[config.mk]
export PLATFORM = sky130hd
export DESIGN_NAME = i2s_tdm_tx_flat
export DESIGN_NICKNAME = d
export VERILOG_FILES = /design/src/rtl/i2s_tdm_tx_if.sv /design/src/rtl/i2s_tdm_tx.sv /design/src/flat_wrapper.sv
export SDC_FILE = /design/constraint.sdc
export NUM_CORES = 1
export LEC_CHECK = 0
export CORE_ASPECT_RATIO = 1.4
export CORE_MARGIN = 10
export CORE_UTILIZATION = 55
export DETAILED_ROUTE_END_ITERATION = 16
export GPL_TIMING_DRIVEN = 0
export HOLD_SLACK_MARGIN = 0.05
export PLACE_DENSITY = 0.76
export SLEW_MARGIN = 20
export SYNTH_ARGS = -nofsm -noshare
export SYNTH_HDL_FRONTEND = slang
export SYNTH_SLANG_ARGS = --single-unit
export TNS_END_PERCENT = 50
[constraint.sdc]
create_clock -name i_clk_12_288 -period 3.8 [get_ports i_clk_12_288]
set_input_delay 1.14 -clock i_clk_12_288 [delete_from_list [all_inputs] [get_ports i_clk_12_288]]
set_output_delay 1.14 -clock i_clk_12_288 [all_outputs]
set_load 0.01 [all_outputs]
[src/rtl/i2s_tdm_tx_if.sv]
// Sample-source handshake for i2s_tdm_tx.
// One transfer = one full frame of CHANNELS samples, taken when valid & ready.
//   valid : source has a frame on audio
//   ready : serializer holding buffer is empty
//   audio : channel c at [c*DATA_BIT +: DATA_BIT], channel 0 = left
interface i2s_tdm_tx_if #(
    parameter int CHANNELS = 2,
    parameter int DATA_BIT = 16
);
    logic                         valid;
    logic                         ready;
    logic [CHANNELS*DATA_BIT-1:0] audio;

    modport master (output valid, output audio, input  ready);
    modport slave  (input  valid, input  audio, output ready);
endinterface

[src/rtl/i2s_tdm_tx.sv]
// I2S / TDM serializer with a one-frame holding buffer.
// Serializes CHANNELS slots of SLOT_BIT SCLK periods each, in I2S,
// left-justified or right-justified format. A frame is loaded at every
// frame boundary; if the holding buffer is empty, silence is sent and
// o_underrun pulses.
// Ports:
//   i_clk_12_288  system clock, everything on its rising edge
//   i_reset       asynchronous active-high reset
//   i_sclk        one-cycle tick per SCLK period
//   i_enable      run request, sampled at frame boundaries while running
//   i_mode        0=I2S 1=LJ 2=RJ 3=I2S, latched at frame load
//   aud           frame handshake (valid/ready/audio)
//   o_sd, o_ws    registered serial data / word select
//   o_frame_start one-cycle pulse per frame load
//   o_underrun    one-cycle pulse when a frame loads from an empty buffer
module i2s_tdm_tx #(
    parameter int DATA_BIT = 16,
    parameter int SLOT_BIT = 32,
    parameter int CHANNELS = 2
) (
    input  logic               i_clk_12_288,
    input  logic               i_reset,
    input  logic               i_sclk,
    input  logic               i_enable,
    input  logic [1:0]         i_mode,
    i2s_tdm_tx_if.slave        aud,
    output logic               o_sd,
    output logic               o_ws,
    output logic               o_frame_start,
    output logic               o_underrun
);
    localparam int FRAME_BITS = CHANNELS * SLOT_BIT;
    localparam int W          = CHANNELS * DATA_BIT;
    localparam int CW         = $clog2(FRAME_BITS);
    localparam int IW         = (W > 1) ? $clog2(W) : 1;

    localparam logic [CW-1:0] LAST = CW'(FRAME_BITS - 1);
    localparam logic [CW-1:0] HALF = CW'(FRAME_BITS / 2);

    localparam logic [1:0] MODE_I2S = 2'd0;
    localparam logic [1:0] MODE_LJ  = 2'd1;
    localparam logic [1:0] MODE_RJ  = 2'd2;

    typedef enum logic {IDLE, RUN} state_t;

    state_t        state_q, state_d;
    logic [CW-1:0] cnt_q, cnt_d;
    logic [W-1:0]  hold_q, hold_d;
    logic          hold_full_q, hold_full_d;
    logic [W-1:0]  frame_q, frame_d;
    logic [1:0]    mode_q, mode_d;
    logic          lj_prev_q, lj_prev_d;
    logic          sd_q, sd_d;
    logic          ws_q, ws_d;
    logic          fs_q, fs_d;
    logic          und_q, und_d;

    // Left-justified bit for frame position b: sample MSB first, zero pad after.
    function automatic logic lj_bit(input logic [W-1:0] fr, input logic [CW-1:0] b);
        int s;
        int p;
        s = int'(b) / SLOT_BIT;
        p = int'(b) % SLOT_BIT;
        if (p < DATA_BIT) return fr[IW'(s*DATA_BIT + DATA_BIT - 1 - p)];
        return 1'b0;
    endfunction

    // Right-justified bit: zero pad first, sample LSB lands on the slot's last bit.
    function automatic logic rj_bit(input logic [W-1:0] fr, input logic [CW-1:0] b);
        int s;
        int p;
        s = int'(b) / SLOT_BIT;
        p = int'(b) % SLOT_BIT;
        if (p >= SLOT_BIT - DATA_BIT) return fr[IW'(s*DATA_BIT + SLOT_BIT - 1 - p)];
        return 1'b0;
    endfunction

    always_comb begin
        logic hs;
        logic load;
        logic emit;
        logic lj;

        state_d     = state_q;
        cnt_d       = cnt_q;
        hold_d      = hold_q;
        frame_d     = frame_q;
        mode_d      = mode_q;
        lj_prev_d   = lj_prev_q;
        sd_d        = sd_q;
        ws_d        = ws_q;
        fs_d        = 1'b0;
        und_d       = 1'b0;
        load        = 1'b0;
        emit        = 1'b0;
        lj          = 1'b0;
        hs          = aud.valid & ~hold_full_q;

        unique case (state_q)
            IDLE: begin
                cnt_d     = '0;
                sd_d      = 1'b0;
                ws_d      = 1'b0;
                lj_prev_d = 1'b0;
                if (i_enable) begin
                    state_d = RUN;
                    // Armed on the last position so the first tick loads a frame.
                    cnt_d   = LAST;
                end
            end
            RUN: begin
                if (i_sclk) begin
                    if (cnt_q == LAST) begin
                        if (!i_enable) begin
                            state_d   = IDLE;
                            cnt_d     = '0;
                            sd_d      = 1'b0;
                            ws_d      = 1'b0;
                            lj_prev_d = 1'b0;
                        end else begin
                            load    = 1'b1;
                            mode_d  = (i_mode == 2'd3) ? MODE_I2S : i_mode;
                            frame_d = hold_full_q ? hold_q : '0;
                            und_d   = ~hold_full_q;
                            fs_d    = 1'b1;
                            cnt_d   = '0;
                            emit    = 1'b1;
                        end
                    end else begin
                        cnt_d = cnt_q + CW'(1);
                        emit  = 1'b1;
                    end
                end
            end
            default: state_d = IDLE;
        endcase

        if (emit) begin
            lj = lj_bit(frame_d, cnt_d);
            // lj_prev carries the LJ bit one SCLK late; that delay is I2S,
            // including the previous frame's last bit at position 0.
            unique case (mode_d)
                MODE_LJ: sd_d = lj;
                MODE_RJ: sd_d = rj_bit(frame_d, cnt_d);
                default: sd_d = lj_prev_q;
            endcase
            lj_prev_d = lj;
            ws_d      = (cnt_d >= HALF) ^ (mode_d != MODE_I2S);
        end

        // A load consumes the old contents; a same-cycle handshake refills for the next frame.
        hold_full_d = (hold_full_q & ~load) | hs;
        if (hs) hold_d = aud.audio;
    end

    always_ff @(posedge i_clk_12_288 or posedge i_reset) begin
        if (i_reset) begin
            state_q     <= IDLE;
            cnt_q       <= '0;
            hold_q      <= '0;
            hold_full_q <= 1'b0;
            frame_q     <= '0;
            mode_q      <= MODE_I2S;
            lj_prev_q   <= 1'b0;
            sd_q        <= 1'b0;
            ws_q        <= 1'b0;
            fs_q        <= 1'b0;
            und_q       <= 1'b0;
        end else begin
            state_q     <= state_d;
            cnt_q       <= cnt_d;
            hold_q      <= hold_d;
            hold_full_q <= hold_full_d;
            frame_q     <= frame_d;
            mode_q      <= mode_d;
            lj_prev_q   <= lj_prev_d;
            sd_q        <= sd_d;
            ws_q        <= ws_d;
            fs_q        <= fs_d;
            und_q       <= und_d;
        end
    end

    assign aud.ready     = ~hold_full_q;
    assign o_sd          = sd_q;
    assign o_ws          = ws_q;
    assign o_frame_start = fs_q;
    assign o_underrun    = und_q;
endmodule

[src/flat_wrapper.sv]
// flat-port wrapper written by rule: the top's interface ports become plain ports
module i2s_tdm_tx_flat 
#(
    parameter int DATA_BIT = 16,
    parameter int SLOT_BIT = 32,
    parameter int CHANNELS = 2
)
  (i_clk_12_288, i_reset, i_sclk, i_enable, i_mode, o_sd, o_ws, o_frame_start, o_underrun, aud_valid, aud_audio, aud_ready);
  i2s_tdm_tx_if #(.CHANNELS(CHANNELS), .DATA_BIT(DATA_BIT)) aud_i ();
  input  logic i_clk_12_288;
  input  logic i_reset;
  input  logic i_sclk;
  input  logic i_enable;
  input  logic [1:0] i_mode;
  output logic o_sd;
  output logic o_ws;
  output logic o_frame_start;
  output logic o_underrun;
  input wire logic [$bits(aud_i.valid)-1:0] aud_valid;
  input wire logic [$bits(aud_i.audio)-1:0] aud_audio;
  output wire logic [$bits(aud_i.ready)-1:0] aud_ready;
  assign aud_i.valid = aud_valid;
  assign aud_i.audio = aud_audio;
  assign aud_ready = aud_i.ready;
  i2s_tdm_tx #(.DATA_BIT(DATA_BIT), .SLOT_BIT(SLOT_BIT), .CHANNELS(CHANNELS)) u_core (.i_clk_12_288(i_clk_12_288), .i_reset(i_reset), .i_sclk(i_sclk), .i_enable(i_enable), .i_mode(i_mode), .aud(aud_i), .o_sd(o_sd), .o_ws(o_ws), .o_frame_start(o_frame_start), .o_underrun(o_underrun));
endmodule
### Word-level counts from Yosys, hierarchy flattened

Cells that the tools add are included.

| storage, ports and cells | value |
|---|---|
| register bits | 79 |
| input port bits | 39 |
| output and inout bits | 5 |
| word-level logic and storage cells | 89 |

| cells by class | value |
|---|---|
| $add $sub $neg | 7 |
| $lt $le $gt $ge | 5 |
| equality and inequality tests | 7 |
| multiplexer cells | 50 |
| bitwise gates (word level) | 7 |
| reductions and logical operators | 2 |

Operators by type and width:

| kind | number |
|---|---|
| $mux 32 | 5 |
| $mux 1 | 31 |
| $mux 6 | 3 |
| $lt 5x7->1 const B | 2 |
| $pmux 6 s2 | 1 |
| $bmux 1 s5 | 2 |
| $mux 2 | 5 |
| $sub 5x2->5 const B | 2 |
| $sub 5x5->5 | 2 |
| $ne 3x3->1 const B | 3 |
| $add 6x1->6 const B | 1 |
| $eq 6x6->1 const B | 1 |
| $ge 6x6->1 const B | 1 |
| $pmux 1 s2 | 3 |
| $add 5x1->5 const B | 1 |
| $add 5x5->5 const B | 1 |
| $ge 5x5->1 const B | 1 |
| $lt 5x5->1 const B | 1 |
| $eq 2x2->1 const B | 2 |
| $not 1->1 | 3 |
| $reduce_and 3->1 | 1 |
| $and 1x1->1 | 2 |
| $eq 2x1->1 const B | 1 |
| $reduce_bool 2->1 | 1 |
| other kinds (2) | 2 |

### Depth between registers and ports, before layout

| depth | value |
|---|---|
| word-level depth | 14 |
| gate-level depth with buffers | 14 |
| depth with buffers taken out | 11 |

### Worst setup path before layout

Ideal clock, no wire load.

| timing | value |
|---|---|
| path kind | input -> register |
| from | in i_sclk |
| to | reg u_core.sd_q, in the netlist u_core.o_sd |
| setup time | 134 ps |
| data arrival time | 3104 ps |
| required time | 3666 ps |
| setup slack | 562 ps |
| stages on the path | 12 |
| buffers on the path | 4 |
| cells stage by stage | buf_4 nand4_4 or3_1 buf_6 buf_6 buf_6 o21a_1 ha_1 o211ai_1 nor2_1 nand4_1 o211ai_1 |

| on the way | value |
|---|---|
| cells in the longest elaborated chain, start to end | 12 |
| elaborated cells on any way between the ends | 39 |
| classes of those cells | add/sub (6); order compare (2); eq/ne (5); mux (25); reduce/logical (1) |

RTL lines:

| item | line | text |
|---|---|---|
| from (decl) | flat_wrapper.sv:12 | `input logic i_sclk;` |
| $mux 6 | i2s_tdm_tx.sv:112 | `if (i_sclk) begin` |
| $pmux 6 s2 | i2s_tdm_tx.sv:99 | `unique case (state_q)` |
| $add 5x1->5 or $add 5x5->5 (tied branches) | i2s_tdm_tx.sv:74, i2s_tdm_tx.sv:64 |  |
| $sub 5x2->5, on equally long branches | i2s_tdm_tx.sv:74, i2s_tdm_tx.sv:64 |  |
| $sub 5x5->5, on equally long branches | i2s_tdm_tx.sv:74, i2s_tdm_tx.sv:64 |  |
| $bmux 1 s5, on equally long branches | i2s_tdm_tx.sv:74, i2s_tdm_tx.sv:64 |  |
| $mux 1, on equally long branches (3 in series) | i2s_tdm_tx.sv:74, i2s_tdm_tx.sv:64 |  |
| $mux 1, on equally long branches | i2s_tdm_tx.sv:75, i2s_tdm_tx.sv:65 |  |
| $pmux 1 s2 | i2s_tdm_tx.sv:142 | `unique case (mode_d)` |
| $mux 1 | i2s_tdm_tx.sv:138 | `if (emit) begin` |
| to (signal assigned) | i2s_tdm_tx.sv:165 | `sd_q <= 1'b0;` |
| to (signal assigned) | i2s_tdm_tx.sv:177 | `sd_q <= sd_d;` |
| to (decl) | i2s_tdm_tx.sv:53 | `logic sd_q, sd_d;` |

Parallel ways exist; a longest one is shown, timed or not. The select of a mux whose other input is x is not followed.
A chain may end at the register's enable or synchronous reset.

### Final worst setup path

| timing | value |
|---|---|
| from | in i_enable |
| to | reg u_core.sd_q, in the netlist u_core.o_sd |

| on the way | value |
|---|---|
| cells in the longest elaborated chain, start to end | 12 |
| elaborated cells on any way between the ends | 45 |
| classes of those cells | add/sub (6); order compare (2); eq/ne (5); mux (31); reduce/logical (1) |

RTL lines:

| item | line | text |
|---|---|---|
| from (decl) | flat_wrapper.sv:13 | `input logic i_enable;` |
| $mux 6 | i2s_tdm_tx.sv:105 | `if (i_enable) begin` |
| $pmux 6 s2 | i2s_tdm_tx.sv:99 |  |
| $add 5x1->5 or $add 5x5->5 (tied branches) | i2s_tdm_tx.sv:74, i2s_tdm_tx.sv:64 |  |
| $sub 5x2->5, on equally long branches | i2s_tdm_tx.sv:74, i2s_tdm_tx.sv:64 |  |
| $sub 5x5->5, on equally long branches | i2s_tdm_tx.sv:74, i2s_tdm_tx.sv:64 |  |
| $bmux 1 s5, on equally long branches | i2s_tdm_tx.sv:74, i2s_tdm_tx.sv:64 |  |
| $mux 1, on equally long branches (3 in series) | i2s_tdm_tx.sv:74, i2s_tdm_tx.sv:64 |  |
| $mux 1, on equally long branches | i2s_tdm_tx.sv:75, i2s_tdm_tx.sv:65 |  |
| $pmux 1 s2 | i2s_tdm_tx.sv:142 |  |
| $mux 1 | i2s_tdm_tx.sv:138 |  |

Parallel ways exist; a longest one is shown, timed or not. The select of a mux whose other input is x is not followed.

==> impl.org <==
** Run status
- The run finished with clean final reports.

** STA
- Slew margin rel. :: 53.70%
- Pin slew with the least headroom to its limit :: 0.6944 ns
- Count of pins over their slew limit :: 0
- Dividing the final minimum period by the clock period gives 93.52%.
- Achievable Freq :: 281.4 MHz
- Smallest setup slack after layout :: 0.2464 ns
- Min Clock Period, post-route :: 3.554 ns
- Setup violations remaining at the end of the flow were counted as 0.
- Hold Vio Cnt, Final :: 0
- On the final layout, the worst clock skew is 0.009021 ns.

** Global routing
- The first global-routing pass estimated 15150 um of wire.
- Global routing finished with a remaining overflow of 0.
- Vias in the first global route :: 3124
- The initial antenna violation count is 0.
- Entering global routing, the biggest net connects 44 pins.
- For this run, the total global-route usage over all layers was measured as 17.41%.

** Synth
- Sequential cell area fraction in the yosys report :: 52.44%
- Number of warnings reported in the yosys synthesis log :: 0
- Of the total synthesized cell area, the portion taken by XOR and XNOR cells is 1.162%.
- Complex-gate fraction of the synthesized area :: 16.30%
- Mux cell area share after synthesis :: 9.824%
- Synthesized-area fraction occupied by and/or/nand/nor cells :: 13.64%
- The number of nets handed over by synthesis was 395.
- Syn_area_per_cell :: 10.74 um2
- After synthesis, the largest family of logic cells by area is compound AO/OA/AOI/OAI gates.
- The cell area that synthesis handed to floorplanning was 3770 um2.
- In this run, synthesis produced a sequential element count of 79.
- Synthesized instance count :: 351
- Distinct cell type count of the synthesized netlist :: 38
- Summing the areas of all fa, ha and maj instances in the mapped netlist gives 1.659% of the synthesized area.

** Worst setup path
- Origin of the worst setup path :: i_enable
- The startpoint identified for the worst register-to-register timing path is u_core.cnt_q[0].
- Worst setup path end :: u_core.o_sd
- Worst R2R Path Depth :: 11
- CP Capture Type :: flop
- The endpoint identified for the worst register-to-register timing path is u_core.o_sd.
- Data arrival time of the worst path :: 3.78 ns
- The setup path with the least slack is of type in -> reg.
- Required time of the worst setup path :: 4.03 ns
- STA classifies the critical path startpoint as an input pin.
- Largest driver fanout on the critical path :: 10
- The worst register-to-register path has a setup slack of 0.88 ns.

** Detailed routing
- Number of detailed-route iterations in the first pass :: 4
- The routed layout has 2947 vias.
- Dividing the detail-routed via count by the number of cells gives 5.871.
- Number of nets with antenna violations after routing :: 0
- Summed over all layers, the routed wires come to 9079 um.
- In the final routed layout, each cell accounts on average for 18.09 um.
- For this run, design rule violations remaining after detail routing come to 0.
- Starting DRT DRC Count :: 219

** Place
- After detailed placement, the total cell area comes to 4328 um2.
- Routability-driven placement finished with a final weighted congestion of 0.8775.
- Summed over all nets, the half-perimeter wirelength after detailed placement is 6782 um.
- Prior to clock tree synthesis, the placed netlist has a worst setup slack of -0.2943 ns.
- Number of instances in the placed design :: 486
- Port Buffers :: 42

** Clocking
- Clock latency on the worst-skew pair, taken at its later pin, is 0.35 ns.
- # clock sinks :: 79
- After clock tree synthesis, the clock-pin slew on the worst setup and hold paths is 0.08 ns.
- TritonCTS built the clock tree.
- Number of buffers between clock root and the deepest sink :: 2
- The number of clock buffers added by TritonCTS is 9.
- Post-cts sizing count :: 0
- In this run the clock root is driven by a sky130_fd_sc_hd__clkbuf_8.
- Hold repair after CTS inserted 0 buffers.
- After clock tree synthesis, the setup repair step added 0 buffers.
- In this run the number of H-tree levels came out at 3.

** Power
- For this design the static power due to leakage is 0.002100 uW.
- In this run the power density over the cells is 767.1 nW/um2.
- Total design power :: 3587 uW
- Maximum resistive drop on vdd :: 474.1 uV

** Die
- The floorplan step set the die width to 89.97 um.
- Die height :: 118.0 um
- After floorplanning, the core was divided into 35 placement rows.
- Core ar. :: 6613 um2
- The die covers 10610 um2.
- For this design the top-level I/O count stands at 44.
- Initial core utilization :: 57.01%

** Final layout
- For this run, the post-layout net count is 449.
- Most common library cell in the layout ignoring fill and taps :: sky130_fd_sc_hd__dfrtp_1
- Area Growth Syn to Fin :: 24.03%
- Commonest cells after routing, fill and taps aside :: 79 x sky130_fd_sc_hd__dfrtp_1, 61 x sky130_fd_sc_hd__nand2_1, 42 x sky130_fd_sc_hd__clkdlybuf4s50_1, 32 x sky130_fd_sc_hd__mux2_2, 15 x sky130_fd_sc_hd__o21ai_0
- Cells with a size suffix above 1 make up 20.24% of the layout.
- With fillers left out, the area of the finished cells amounts to 4676 um2.
- Filler-free cell count of the finished design :: 502
- The number of antenna diodes in the final layout is 0.
- # fillers :: 515
- Once layout is complete, the utilization of the core stands at 70.71%.

** Run
- Number of max-cap violations :: 0

** Worst hold path
- The tightest min-delay check is of the reg -> reg type.
- Worst hold start :: u_core.frame_q[23]
## metrics by stage
stage / TNS [ns] / hold slack [ns]
floorplan: 0 / 0.4326
global placement: -45.73 / 0.4429
detailed placement: -0.5521 / 0.4535
CTS: 0 / 0.4711
global route: -0.02395 / 0.5034
finish: 0 / 0.4691
## final cells by class
class | count | area (um2) | area share, %
plain buffers | 25 | 141.4 | 3.024
clock buffers | 13 | 158.9 | 3.398
clock inverters | 3 | 65.06 | 1.391
inverters | 13 | 51.30 | 1.097
multi-input cells | 234 | 1727 | 36.93
flip-flops and latches | 79 | 1977 | 42.28
well taps | 92 | 115.1 | 2.462
repair buffers | 43 | 440.4 | 9.419
## flip-flops by register name, indices dropped and copies added, names as in the netlist
register and count:
u_core.mode_q 2, u_core.hold_q 32, u_core.o_ws 1, u_core.o_sd 1, u_core.lj_prev_q 1, u_core.o_underrun 1, u_core.cnt_q 6, u_core.frame_q 32
u_core.o_frame_start 1, u_core.hold_full_q 1, u_core.state_q 1
## critical path, cell delays in order
cell,delay (ns)
sky130_fd_sc_hd__clkdlybuf4s50_1,0.60
sky130_fd_sc_hd__nand2_2,0.15
sky130_fd_sc_hd__or3_1,0.34
sky130_fd_sc_hd__buf_6,0.15
sky130_fd_sc_hd__buf_2,0.19
sky130_fd_sc_hd__nand2_1,0.10
sky130_fd_sc_hd__o211ai_1,0.11
sky130_fd_sc_hd__a311oi_1,0.48
sky130_fd_sc_hd__o41ai_1,0.18
sky130_fd_sc_hd__a41oi_1,0.23
sky130_fd_sc_hd__o211ai_1,0.10
## synthesized netlist by cell type
cell / number / share of area, %
sky130_fd_sc_hd__clkbuf_1: 12 / 1.2
sky130_fd_sc_hd__dfrtp_1: 79 / 52
sky130_fd_sc_hd__nor2b_1: 3 / 0.50
sky130_fd_sc_hd__a311oi_1: 16 / 3.7
sky130_fd_sc_hd__a211oi_1: 10 / 2.0
sky130_fd_sc_hd__a21o_1: 13 / 2.6
sky130_fd_sc_hd__o211ai_1: 14 / 2.8
sky130_fd_sc_hd__mux2_2: 32 / 9.6
sky130_fd_sc_hd__nand3b_1: 1 / 0.20
sky130_fd_sc_hd__xnor2_1: 1 / 0.23
sky130_fd_sc_hd__o41ai_1: 4 / 0.93
sky130_fd_sc_hd__nand4_1: 4 / 0.66
sky130_fd_sc_hd__nor3_1: 3 / 0.40
sky130_fd_sc_hd__xor2_1: 4 / 0.93
sky130_fd_sc_hd__nor2_1: 4 / 0.40
sky130_fd_sc_hd__buf_1: 1 / 0.099
sky130_fd_sc_hd__buf_6: 4 / 1.2
sky130_fd_sc_hd__a21boi_1: 1 / 0.20
sky130_fd_sc_hd__ha_1: 5 / 1.7
sky130_fd_sc_hd__nand2_1: 62 / 6.2
sky130_fd_sc_hd__o21ai_0: 15 / 2.0
sky130_fd_sc_hd__buf_4: 2 / 0.40
sky130_fd_sc_hd__mux2i_1: 1 / 0.27
sky130_fd_sc_hd__a21oi_1: 2 / 0.27
sky130_fd_sc_hd__nand3_1: 10 / 1.3
sky130_fd_sc_hd__buf_2: 6 / 0.80
sky130_fd_sc_hd__o21ai_1: 1 / 0.13
sky130_fd_sc_hd__o31a_1: 1 / 0.23
sky130_fd_sc_hd__nor4_1: 11 / 1.8
sky130_fd_sc_hd__nand2b_1: 7 / 1.2
sky130_fd_sc_hd__o22ai_2: 1 / 0.33
sky130_fd_sc_hd__nor3_2: 1 / 0.27
sky130_fd_sc_hd__or3_1: 1 / 0.17
sky130_fd_sc_hd__o211a_1: 1 / 0.27
sky130_fd_sc_hd__o21a_1: 2 / 0.40
sky130_fd_sc_hd__inv_1: 13 / 1.3
sky130_fd_sc_hd__nand4_4: 1 / 0.56
sky130_fd_sc_hd__a41oi_1: 2 / 0.46
## report_power, final
| part | internal (uW) | total [uW] | leakage, uW | switching (uW) |
|---|---|---|---|---|
| Clock | 406 | 693 | 0.000114 | 288 |
| Combinational | 640 | 1510 | 0.000984 | 870 |
| Sequential | 1190 | 1380 | 0.00100 | 190 |
## worst min-delay path by stage
stage,end,slack (ns),depth (start not counted)
floorplan,u_core.frame_q[10],0.43,2
global placement,u_core.frame_q[15],0.44,2
detailed placement,u_core.frame_q[31],0.45,2
CTS,u_core.frame_q[23],0.47,2
global route,u_core.frame_q[11],0.50,2
finish,u_core.frame_q[23],0.47,2
## layer usage
| metal | track usage [%] | up-vias | share of wire, % | routed length, um |
|---|---|---|---|---|
| li1 | - | 1387 | - | - |
| met1 | 20.21 | 1456 | 42 | 3769 |
| met2 | 29.30 | 78 | 51 | 4616 |
| met3 | 3.829 | 26 | 3.8 | 343 |
| met4 | 8.882 | 0 | 3.8 | 349 |
| met5 | 0 | - | 0 | 0 |
## logic make-up after synthesis
group	after synthesis
xor+xnor	5
buf+inv	38
mux	33
flops	79
fa+ha+maj	5
compound gates	83
simple gates	108
Power figures use the tool's default switching activity.
